`src/rtl/if_prefetch_queue_pkg.sv`:
```
// Shared constants and helpers for the instruction-fetch prefetch queue.
// Address and data widths stay as module parameters.
package if_prefetch_queue_pkg;

   localparam int INSTR_BYTES = 4;
   localparam int MAX_ADDR_W  = 64;

   // Clears the byte offset; callers narrow the result to their own ADDR_W.
   function automatic logic [MAX_ADDR_W-1:0] align_addr(input logic [MAX_ADDR_W-1:0] addr);
      return {addr[MAX_ADDR_W-1:2], 2'b00};
   endfunction

endpackage

```
`src/rtl/if_prefetch_queue_fifo.sv`:
```
// First-word-fall-through queue of {instruction, pc+4} entries with a
// synchronous flush. The producer guarantees it never pushes when full.
module fetch_fifo
   import if_prefetch_queue_pkg::*;
#(
   parameter int DEPTH = 4,
   parameter int WIDTH = 64
) (
   input  logic                         clk,
   input  logic                         rst,
   input  logic                         flush,
   input  logic                         push,
   input  logic [WIDTH-1:0]             push_data,
   input  logic                         pop,
   output logic [WIDTH-1:0]             head_data,
   output logic [$clog2(DEPTH+1)-1:0]   count,
   output logic                         empty
);

   localparam int PTR_W = $clog2(DEPTH);
   localparam int CNT_W = $clog2(DEPTH+1);

   logic [WIDTH-1:0] mem_r [DEPTH];
   logic [PTR_W-1:0] wr_ptr_r;
   logic [PTR_W-1:0] rd_ptr_r;
   logic [CNT_W-1:0] count_r;

   // Storage array; data needs no reset because validity lives in count_r.
   always_ff @(posedge clk) begin
      if (push && !flush) begin
         mem_r[wr_ptr_r] <= push_data;
      end
   end

   // Pointer and occupancy bookkeeping; pointers wrap naturally at DEPTH.
   always_ff @(posedge clk or negedge rst) begin
      if (!rst) begin
         wr_ptr_r <= {PTR_W{1'b0}};
         rd_ptr_r <= {PTR_W{1'b0}};
         count_r  <= {CNT_W{1'b0}};
      end else if (flush) begin
         wr_ptr_r <= {PTR_W{1'b0}};
         rd_ptr_r <= {PTR_W{1'b0}};
         count_r  <= {CNT_W{1'b0}};
      end else begin
         if (push) begin
            wr_ptr_r <= wr_ptr_r + {{(PTR_W-1){1'b0}}, 1'b1};
         end
         if (pop) begin
            rd_ptr_r <= rd_ptr_r + {{(PTR_W-1){1'b0}}, 1'b1};
         end
         count_r <= count_r + {{(CNT_W-1){1'b0}}, push} - {{(CNT_W-1){1'b0}}, pop};
      end
   end

   assign head_data = mem_r[rd_ptr_r];
   assign count     = count_r;
   assign empty     = (count_r == {CNT_W{1'b0}});

endmodule

```
`src/rtl/if_prefetch_queue.sv`:
```
// Instruction prefetch: issues sequential fetches against a credit of free
// queue slots, buffers in-order responses and discards stale ones after a branch.
module if_prefetch_queue
   import if_prefetch_queue_pkg::*;
#(
   parameter int ADDR_W = 32,
   parameter int DATA_W = 32,
   parameter int DEPTH  = 4,
   parameter logic [ADDR_W-1:0] RESET_PC = {ADDR_W{1'b0}}
) (
   input  logic              clk,
   input  logic              rst,
   output logic              imem_req_valid,
   input  logic              imem_req_ready,
   output logic [ADDR_W-1:0] imem_req_addr,
   input  logic              imem_resp_valid,
   input  logic [DATA_W-1:0] imem_resp_data,
   input  logic              branch_taken_in,
   input  logic [ADDR_W-1:0] branch_address_in,
   input  logic              freeze_in,
   output logic              out_valid,
   output logic [DATA_W-1:0] instruction_out,
   output logic [ADDR_W-1:0] pc_plus_four_out
);

   localparam int CNT_W = $clog2(DEPTH+1);
   localparam logic [CNT_W:0]    DEPTH_C = (CNT_W+1)'(DEPTH);
   localparam logic [ADDR_W-1:0] STEP_C  = ADDR_W'(INSTR_BYTES);
   localparam logic [CNT_W-1:0]  ONE_C   = {{(CNT_W-1){1'b0}}, 1'b1};

   logic [ADDR_W-1:0] fetch_pc_r;
   logic [ADDR_W-1:0] resp_pc_r;
   logic [CNT_W-1:0]  inflight_r;
   logic [CNT_W-1:0]  drop_cnt_r;
   logic              req_valid_r;

   logic [ADDR_W-1:0] branch_pc_s;
   logic [CNT_W-1:0]  occ_s;
   logic [CNT_W-1:0]  occ_next_s;
   logic [CNT_W-1:0]  inflight_next_s;
   logic [CNT_W:0]    credit_sum_s;
   logic              accept_s;
   logic              push_s;
   logic              pop_s;
   logic              empty_s;
   logic [DATA_W+ADDR_W-1:0] push_data_s;
   logic [DATA_W+ADDR_W-1:0] head_data_s;

   assign branch_pc_s = ADDR_W'(align_addr(MAX_ADDR_W'(branch_address_in)));

   // Handshake, queue control and next-cycle credit computation.
   always_comb begin
      accept_s        = req_valid_r && imem_req_ready;
      pop_s           = !empty_s && !freeze_in && !branch_taken_in;
      push_s          = 1'b0;
      occ_next_s      = {CNT_W{1'b0}};
      inflight_next_s = inflight_r + {{(CNT_W-1){1'b0}}, accept_s}
                        - {{(CNT_W-1){1'b0}}, imem_resp_valid};
      if (imem_resp_valid && !branch_taken_in && (drop_cnt_r == {CNT_W{1'b0}})) begin
         push_s = 1'b1;
      end else begin
         push_s = 1'b0;
      end
      if (branch_taken_in) begin
         occ_next_s = {CNT_W{1'b0}};
      end else begin
         occ_next_s = occ_s + {{(CNT_W-1){1'b0}}, push_s} - {{(CNT_W-1){1'b0}}, pop_s};
      end
      credit_sum_s = {1'b0, occ_next_s} + {1'b0, inflight_next_s};
   end

   // PC, credit and drop bookkeeping. The request valid is registered from the
   // next-cycle credit so it has no combinational path from any input.
   always_ff @(posedge clk or negedge rst) begin
      if (!rst) begin
         fetch_pc_r  <= RESET_PC;
         resp_pc_r   <= RESET_PC;
         inflight_r  <= {CNT_W{1'b0}};
         drop_cnt_r  <= {CNT_W{1'b0}};
         req_valid_r <= 1'b0;
      end else begin
         req_valid_r <= (credit_sum_s < DEPTH_C);
         inflight_r  <= inflight_next_s;
         if (branch_taken_in) begin
            fetch_pc_r <= branch_pc_s;
            resp_pc_r  <= branch_pc_s;
            drop_cnt_r <= inflight_next_s;
         end else begin
            if (accept_s) begin
               fetch_pc_r <= fetch_pc_r + STEP_C;
            end
            if (imem_resp_valid) begin
               if (drop_cnt_r != {CNT_W{1'b0}}) begin
                  drop_cnt_r <= drop_cnt_r - ONE_C;
               end else begin
                  resp_pc_r <= resp_pc_r + STEP_C;
               end
            end
         end
      end
   end

   assign push_data_s = {imem_resp_data, {resp_pc_r[ADDR_W-1:2], 2'b00} + STEP_C};

   fetch_fifo #(
      .DEPTH (DEPTH),
      .WIDTH (DATA_W + ADDR_W)
   ) u_fifo (
      .clk       (clk),
      .rst       (rst),
      .flush     (branch_taken_in),
      .push      (push_s),
      .push_data (push_data_s),
      .pop       (pop_s),
      .head_data (head_data_s),
      .count     (occ_s),
      .empty     (empty_s)
   );

   assign imem_req_valid   = req_valid_r;
   assign imem_req_addr    = {fetch_pc_r[ADDR_W-1:2], 2'b00};
   assign out_valid        = !empty_s;
   assign instruction_out  = head_data_s[ADDR_W +: DATA_W];
   assign pc_plus_four_out = head_data_s[ADDR_W-1:0];

endmodule

```
`config.mk`:
```
export PLATFORM = sky130hd
export DESIGN_NAME = if_prefetch_queue
export DESIGN_NICKNAME = d
export VERILOG_FILES = /design/src/rtl/if_prefetch_queue_pkg.sv /design/src/rtl/if_prefetch_queue_fifo.sv /design/src/rtl/if_prefetch_queue.sv
export SDC_FILE = /design/constraint.sdc
export NUM_CORES = 1
export LEC_CHECK = 0
export ABC_AREA = 1
export CAP_MARGIN = 25
export CORE_MARGIN = 3
export CORE_UTILIZATION = 51
export DETAILED_ROUTE_END_ITERATION = 16
export HOLD_SLACK_MARGIN = 0.02
export PLACE_DENSITY = 0.77
export SETUP_SLACK_MARGIN = 0.1
export SYNTH_ARGS = -nofsm -noshare
export SYNTH_HDL_FRONTEND = slang
export SYNTH_SLANG_ARGS = --single-unit
```
`constraint.sdc`:
```
create_clock -name clk -period 4.1 [get_ports clk]
set_input_delay 0.615 -clock clk [delete_from_list [all_inputs] [get_ports clk]]
set_output_delay 0.615 -clock clk [all_outputs]
set_load 0.01 [all_outputs]
```
==> results of run 1 <==
## per-layer routing
metal / GRT usage [%] / up-vias / part of all wire [%]
li1: - / 5063 / -
met2: 36.7 / 434 / 47
met4: 7.04 / 0 / 2.4
met3: 4.11 / 61 / 7.6
met1: 31.2 / 5147 / 43
met5: 0 / - / 0
## registers in the layout (all words and copies together) (netlist names)
name and count:
u_fifo.mem_r 248, u_fifo.rd_ptr_r 2, u_fifo.count 3, inflight_r 3
resp_pc_r 30, u_fifo.wr_ptr_r 2, drop_cnt_r 3, imem_req_valid 1
fetch_pc_r 30
## synth_stat cells (5+ instances only)
cell / n / area (um2)
inv_1: 119 / 447
nand3_1: 65 / 325
nor2_1: 211 / 792
o211ai_1: 6 / 45.0
o21ai_0: 152 / 761
clkbuf_1: 33 / 124
nand2_1: 274 / 1030
a31oi_1: 5 / 31.3
and2_1: 7 / 43.8
nor2_2: 10 / 62.6
xor2_1: 16 / 140
ha_1: 14 / 175
buf_4: 5 / 37.5
nor2_4: 7 / 78.8
nand2_2: 7 / 43.8
o21bai_1: 5 / 37.5
dfrtp_1: 74 / 1850
a21oi_1: 11 / 55.1
buf_2: 20 / 100
xnor2_1: 7 / 61.3
o22ai_1: 67 / 419
edfxtp_1: 248 / 7450
## power by group through the flow
stage | sequential [mW] | clock, mW | combinational, mW
finish | 4.02 | 2.99 | 2.53
global placement | 4.08 | 0 | 2.45
CTS | 4.02 | 3.04 | 2.55
detailed placement | 4.08 | 0 | 2.53
floorplan | 4.06 | 0 | 1.37
global route | 4.05 | 3.18 | 2.79
## worst register-to-register path, cell delays in order, from the launching register on
cell	delay, ns
dfrtp_1	0.39
inv_1	0.12
a31oi_1	0.12
inv_1	0.08
nor2_1	0.04
ha_1	0.28
inv_1	0.04
ha_1	0.19
fa_1	0.37
xor2_1	0.17
nor2_1	0.13
ha_1	0.24
or3_1	0.35
a31oi_1	0.15
## final cells by class
cell class                      instances  area, um2
Inverter                              125        470
Fill cell                            2129       9780
Multi-Input combinational cell        895       4410
Tap cell                              372        465
Sequential cell                       322       9300
Timing Repair Buffer                  179       1810
Clock inverter                         17        138
Clock buffer                           45        956
## worst max-delay path by stage
stage / slack (ns) / cells past startpoint / end
after detailed placement: 0.81 / 12 / imem_req_valid
after CTS: 0.77 / 5 / pc_plus_four_out[16]
final: 0.81 / 5 / pc_plus_four_out[16]
after global routing: 0.69 / 5 / pc_plus_four_out[16]
after floorplan: 0.09 / 3 / u_fifo.mem_r[0][10]
after global placement: 0.87 / 11 / imem_req_valid
## through the flow
stage               hold slack, ns  std cells  total power [mW]  util, %  area, um2
floorplan                    0.319       1401              5.42        -      14400
global placement             0.514       1893              6.53     60.2      16500
detailed placement           0.520       1893              6.61     60.2      16500
CTS                          0.137       1955              9.62     64.2      17500
global route                 0.156       1955              10.0     64.2      17500
finish                       0.119       1955              9.54     64.2      17500
## cell families (layout without fill, tap and decap cells)
family / after synthesis / after routing
AND/OR/NAND/NOR: 593 / 593
flip-flops: 322 / 322
AO/OA/AOI/OAI: 255 / 255
buffers and inverters: 184 / 366
XOR/XNOR: 27 / 27
adder cells (fa/ha/maj): 16 / 16
other: 1 / 4
==> results.json, run 1 <==
{
  "status": "completed",
  "post_cts_buffers": 0,
  "clk_pin_slew_worst_paths_ns": 0.06,
  "synthToLayoutAreaGrowth_pct": 21.9,
  "dr.pass1.iters": 5,
  "routed_via_density": 5.48,
  "max_freq_mhz": 304,
  "io_pins": 168,
  "slew_headroom_pct": 54.3,
  "rows": 60,
  "synth_simple_gate_area_share_pct": 17.1,
  "cts.sinks": 322,
  "critical-path-top-delay-family": "buffers and inverters",
  "peakVddDrop_mv": 0.330,
  "synth_cell_types": 39,
  "synth_edf_count": 248,
  "place.gp.congestion": 0.883,
  "timing.critical_path.buf_inv": 3,
  "endpoint_kind": "output port",
  "seq_area_frac_synth_pct": 64.6,
  "drc": 0,
  "r2r_cells": 13,
  "min_period_over_period_pct": 80.2,
  "layout_commonest_cell": "nand2_1",
  "htreeDepth": 2,
  "tritoncts": "yes",
  "p_sw_share_pct": 30.1,
  "clkPwrFrac_pct": 31.4,
  "finClkSkew_ns": 0.0151,
  "timing.final.max_slew_violations": 0,
  "antenna_left": 0,
  "drv_cap": 0,
  "dp_slack_ns": 0.813,
  "hp-class": "in2async",
  "ys.flop_type": "edfxtp_1",
  "cp.required_ns": 3.48,
  "die_w_um": 174,
  "leakagePower_nw": 6.70,
  "power_switching_mw": 2.88,
  "synth-compound-area-share_pct": 9.88,
  "synth_warnings": 0,
  "worstPathArrival_ns": 2.67,
  "powerDensity_nw_per_um2": 544,
  "cts-root-buf": "clkbuf_16",
  "hold_viol": 0,
  "rr_startpoint": "u_fifo.count[1]",
  "start_util_pct": 52.7,
  "avgSynthCellArea_um2": 10.3,
  "grt_max_degree": 126,
  "clock_latency_ns": 0.51,
  "worst_slew_pin_slew_ns": 0.686,
  "synth.area.mux_share_pct": 0,
  "dieHeight_um": 174,
  "critPathMaxStageDelay_ns": 0.64,
  "grt_overflow": 0,
  "grt_use_total_pct": 22.6,
  "startpoint": "u_fifo.rd_ptr_r[1]",
  "core-area_um2": 27300,
  "synth-xor-area-share_pct": 1.85,
  "drt-initial-drc-count": 999,
  "drive_above_1_share_pct": 7.01,
  "antenna_found_initial": 0,
  "cts-resized-gates": 0,
  "async_reset_ff_share_pct": 23.0,
  "final.setup.tns_ns": 0,
  "nNetsFinal": 1643,
  "place_hpwl_um": 22000,
  "cts.hold.buffers_added": 0,
  "grt_pass1_wl_um": 55000,
  "syn-cell-area_um2": 14400,
  "setup_viol": 0,
  "grt_pass1_vias": 10500,
  "cts_buffer_depth": 3,
  "comb_power_share_pct": 26.5,
  "dieArea_um2": 30300,
  "cp_slowest_cell": "clkdlybuf4s50_1",
  "synthCells": 1398,
  "rsz0062_at_grt": "no",
  "wire_per_inst_um": 17.7,
  "ys_ff_latch": 322,
  "synthAdderAreaFrac_pct": 1.49,
  "crit_type": "reg2out",
  "crit_chain": "clkinv_1, buf_4, o21ai_0, o22ai_1, clkdlybuf4s50_1",
  "setup_slack_ns": 0.812,
  "wirelength_um": 34600,
  "seqPwrFrac_pct": 42.2,
  "r2r_slack_ns": 1.35,
  "io_buffers": 161,
  "synth_top_family_by_area": "simple AND/OR/NAND/NOR gates",
  "most-common-layout-cells": "274 x nand2_1, 248 x edfxtp_1, 207 x nor2_1",
  "vias": 10700,
  "power.internal_mw": 6.67,
  "n_antenna_cell": 0,
  "min_period_ns": 3.29,
  "cp-start-kind": "register",
  "reg2reg_to": "imem_req_valid",
  "critPathMaxFanout": 53,
  "cts_buffers": 34
}
Note: power is estimated with default switching activity, not from simulation.
==> inputs of run 2 (changes only) <==
Clock period 4.1 ns to 2.7 ns, I/O delays scaled along.
==> run 2 against run 1 <==
Register-to-register slack worse by 1.3 ns; die area stayed put; first-iteration DRC count is 3.0% lower; worst setup slack worse by 0.76 ns; combinational power is 66% higher; non-clock buffer count is 41 higher; clock power is 35% higher; count of clock-buffer cells in the layout is 5 lower; core utilization is 1.4 points higher; sequential power is 52% higher; cell area is 2.1% higher; sequential share of layout area is 1.1 points lower.
==> results.json, run 2 (synthesis gave the netlist of run 1 again) <==
{
  "rows": 60,
  "grt_pass1_vias": 10500,
  "leakagePower_nw": 7.02,
  "crit_top_cell": "buf_4",
  "dieArea_um2": 30300,
  "reg_top3": "u_fifo.mem_r: 248 flops, fetch_pc_r: 30 flops, resp_pc_r: 30 flops",
  "hold_viol": 0,
  "grt_pass1_wl_um": 55600,
  "final.setup.tns_ns": 0,
  "setup_viol": 0,
  "cp.required_ns": 3.17,
  "antenna_found_initial": 0,
  "start_util_pct": 52.7,
  "grt_overflow": 0,
  "critPathMaxFanout": 2,
  "wire_per_inst_um": 17.8,
  "endpoint_kind": "register",
  "vias": 10900,
  "place.gp.congestion": 0.934,
  "status": "completed",
  "cp-start-kind": "register",
  "top_register": "u_fifo.mem_r",
  "drt-initial-drc-count": 969,
  "finClkSkew_ns": 0.0112,
  "powerDensity_nw_per_um2": 801,
  "layout_commonest_cell": "nand2_1",
  "min_period_ns": 2.65,
  "drive_above_1_share_pct": 9.94,
  "die_w_um": 174,
  "io_buffers": 161,
  "dr.pass1.iters": 5,
  "tritoncts": "yes",
  "routed_via_density": 5.46,
  "critPathMaxStageDelay_ns": 0.37,
  "finish.utilization_pct": 65.6,
  "worst_slew_pin_slew_ns": 0.572,
  "dieHeight_um": 174,
  "whs_ns": 0.389,
  "drc": 0,
  "critical-path-top-delay-family": "buffers and inverters",
  "cts_buffer_depth": 3,
  "cts.sinks": 322,
  "place_hpwl_um": 22000,
  "min_period_over_period_pct": 98.0,
  "timing.critical_path.buf_inv": 17,
  "cts-root-buf": "clkbuf_16",
  "htreeDepth": 1,
  "peakVddDrop_mv": 0.545,
  "core-area_um2": 27300,
  "drv_cap": 0,
  "crit_type": "reg2reg",
  "slew_headroom_pct": 61.8,
  "timing.final.max_slew_violations": 0,
  "most-common-layout-cells": "274 x nand2_1, 248 x edfxtp_1, 206 x nor2_1",
  "largest_reg_flops": 248,
  "n_antenna_cell": 0,
  "grt_use_total_pct": 22.8,
  "cp_slowest_cell": "dfrtp_1",
  "synthToLayoutAreaGrowth_pct": 24.5,
  "cts_buffers": 31,
  "worstPathArrival_ns": 3.11,
  "max_freq_mhz": 378,
  "rsz0062_at_grt": "yes",
  "io_pins": 168,
  "crit_chain": "inv_2, a31oi_4, inv_2, buf_4, buf_4, buf_4, buf_4, buf_4, buf_4, buf_4, buf_4, buf_4, buf_4, buf_4, buf_4, buf_4, buf_4, buf_4, a21oi_2",
  "clock_latency_ns": 0.54,
  "nNetsFinal": 1681,
  "wirelength_um": 35400,
  "antenna_left": 0,
  "clk_pin_slew_worst_paths_ns": 0.06,
  "grt_max_degree": 63,
  "hp-class": "in2async"
}
==> run 2: cell types whose count changed in the layout (fill, tap and decap cells not counted), sizes merged, moves of 4 or more <==
cell and delta:
dlygate4sd2 +58, dlymetal6s2s +4, clkbuf -5, buf +39, clkdlybuf4s50 -62
==> run 2: layout make-up <==
cell class | count | area [um2]
clock buffer | 40 | 840
clock inverter | 17 | 118
fill | 2112 | 9410
inverter | 125 | 483
multi-input combinational | 895 | 4440
sequential | 322 | 9300
tap | 372 | 465
timing repair buffer | 220 | 2270
==> run 2: power breakdown <==
group | internal, mW | switching (mW)
sequential | 5.79 | 0.334
clock | 2.28 | 1.75
combinational | 1.82 | 2.38
total | 9.89 | 4.46
==> run 2: worst paths after layout <==
| kind | from | to | slack (ns) | cells after the start |
|---|---|---|---|---|
| hold / removal | rst | fetch_pc_r[29] | 0.39 | 2 |
| min in group clk | imem_resp_data[5] | u_fifo.mem_r[3][37] | 0.50 | 1 |
| hold reg to reg | resp_pc_r[3] | resp_pc_r[3] | 0.54 | 2 |
| max in group asynchronous | rst | drop_cnt_r[2] | 1.72 | 3 |
| setup / recovery | u_fifo.count[1] | u_fifo.rd_ptr_r[0] | 0.05 | 19 |
| setup reg to reg | u_fifo.count[1] | u_fifo.rd_ptr_r[0] | 0.05 | 19 |
==> run 2: per-stage QoR <==
stage	power, mW	instances	cell area (um2)	worst slack [ns]
2_1_floorplan	8.24	1401	14400	-0.291
3_3_place_gp	10.0	1908	16700	-0.306
3_5_place_dp	10.1	1908	16700	-0.393
4_1_cts	14.4	1989	17900	-0.0503
5_1_grt	15.1	1991	17900	-0.0294
6_report	14.4	1991	17900	0.0548
==> run 2: timing repair <==
action,CTS,global route
hold buffers,1,0
gates cloned,4,0
endpoints found under the setup margin,63,10
gates resized for setup,74,16
hold endpoints to repair,41,0
buffers inserted,19,2
pin swaps,9,7
==> run 2: metal layers <==
| layer | part of all wire, % | wire (um) | GRT usage, % | up-vias |
|---|---|---|---|---|
| li1 | - | - | - | 5144 |
| met1 | 43 | 15100 | 31.6 | 5202 |
| met2 | 48 | 17000 | 38.6 | 474 |
| met3 | 7.6 | 2690 | 3.19 | 56 |
| met4 | 1.8 | 630 | 5.29 | 0 |
| met5 | 0 | 0 | 0 | - |
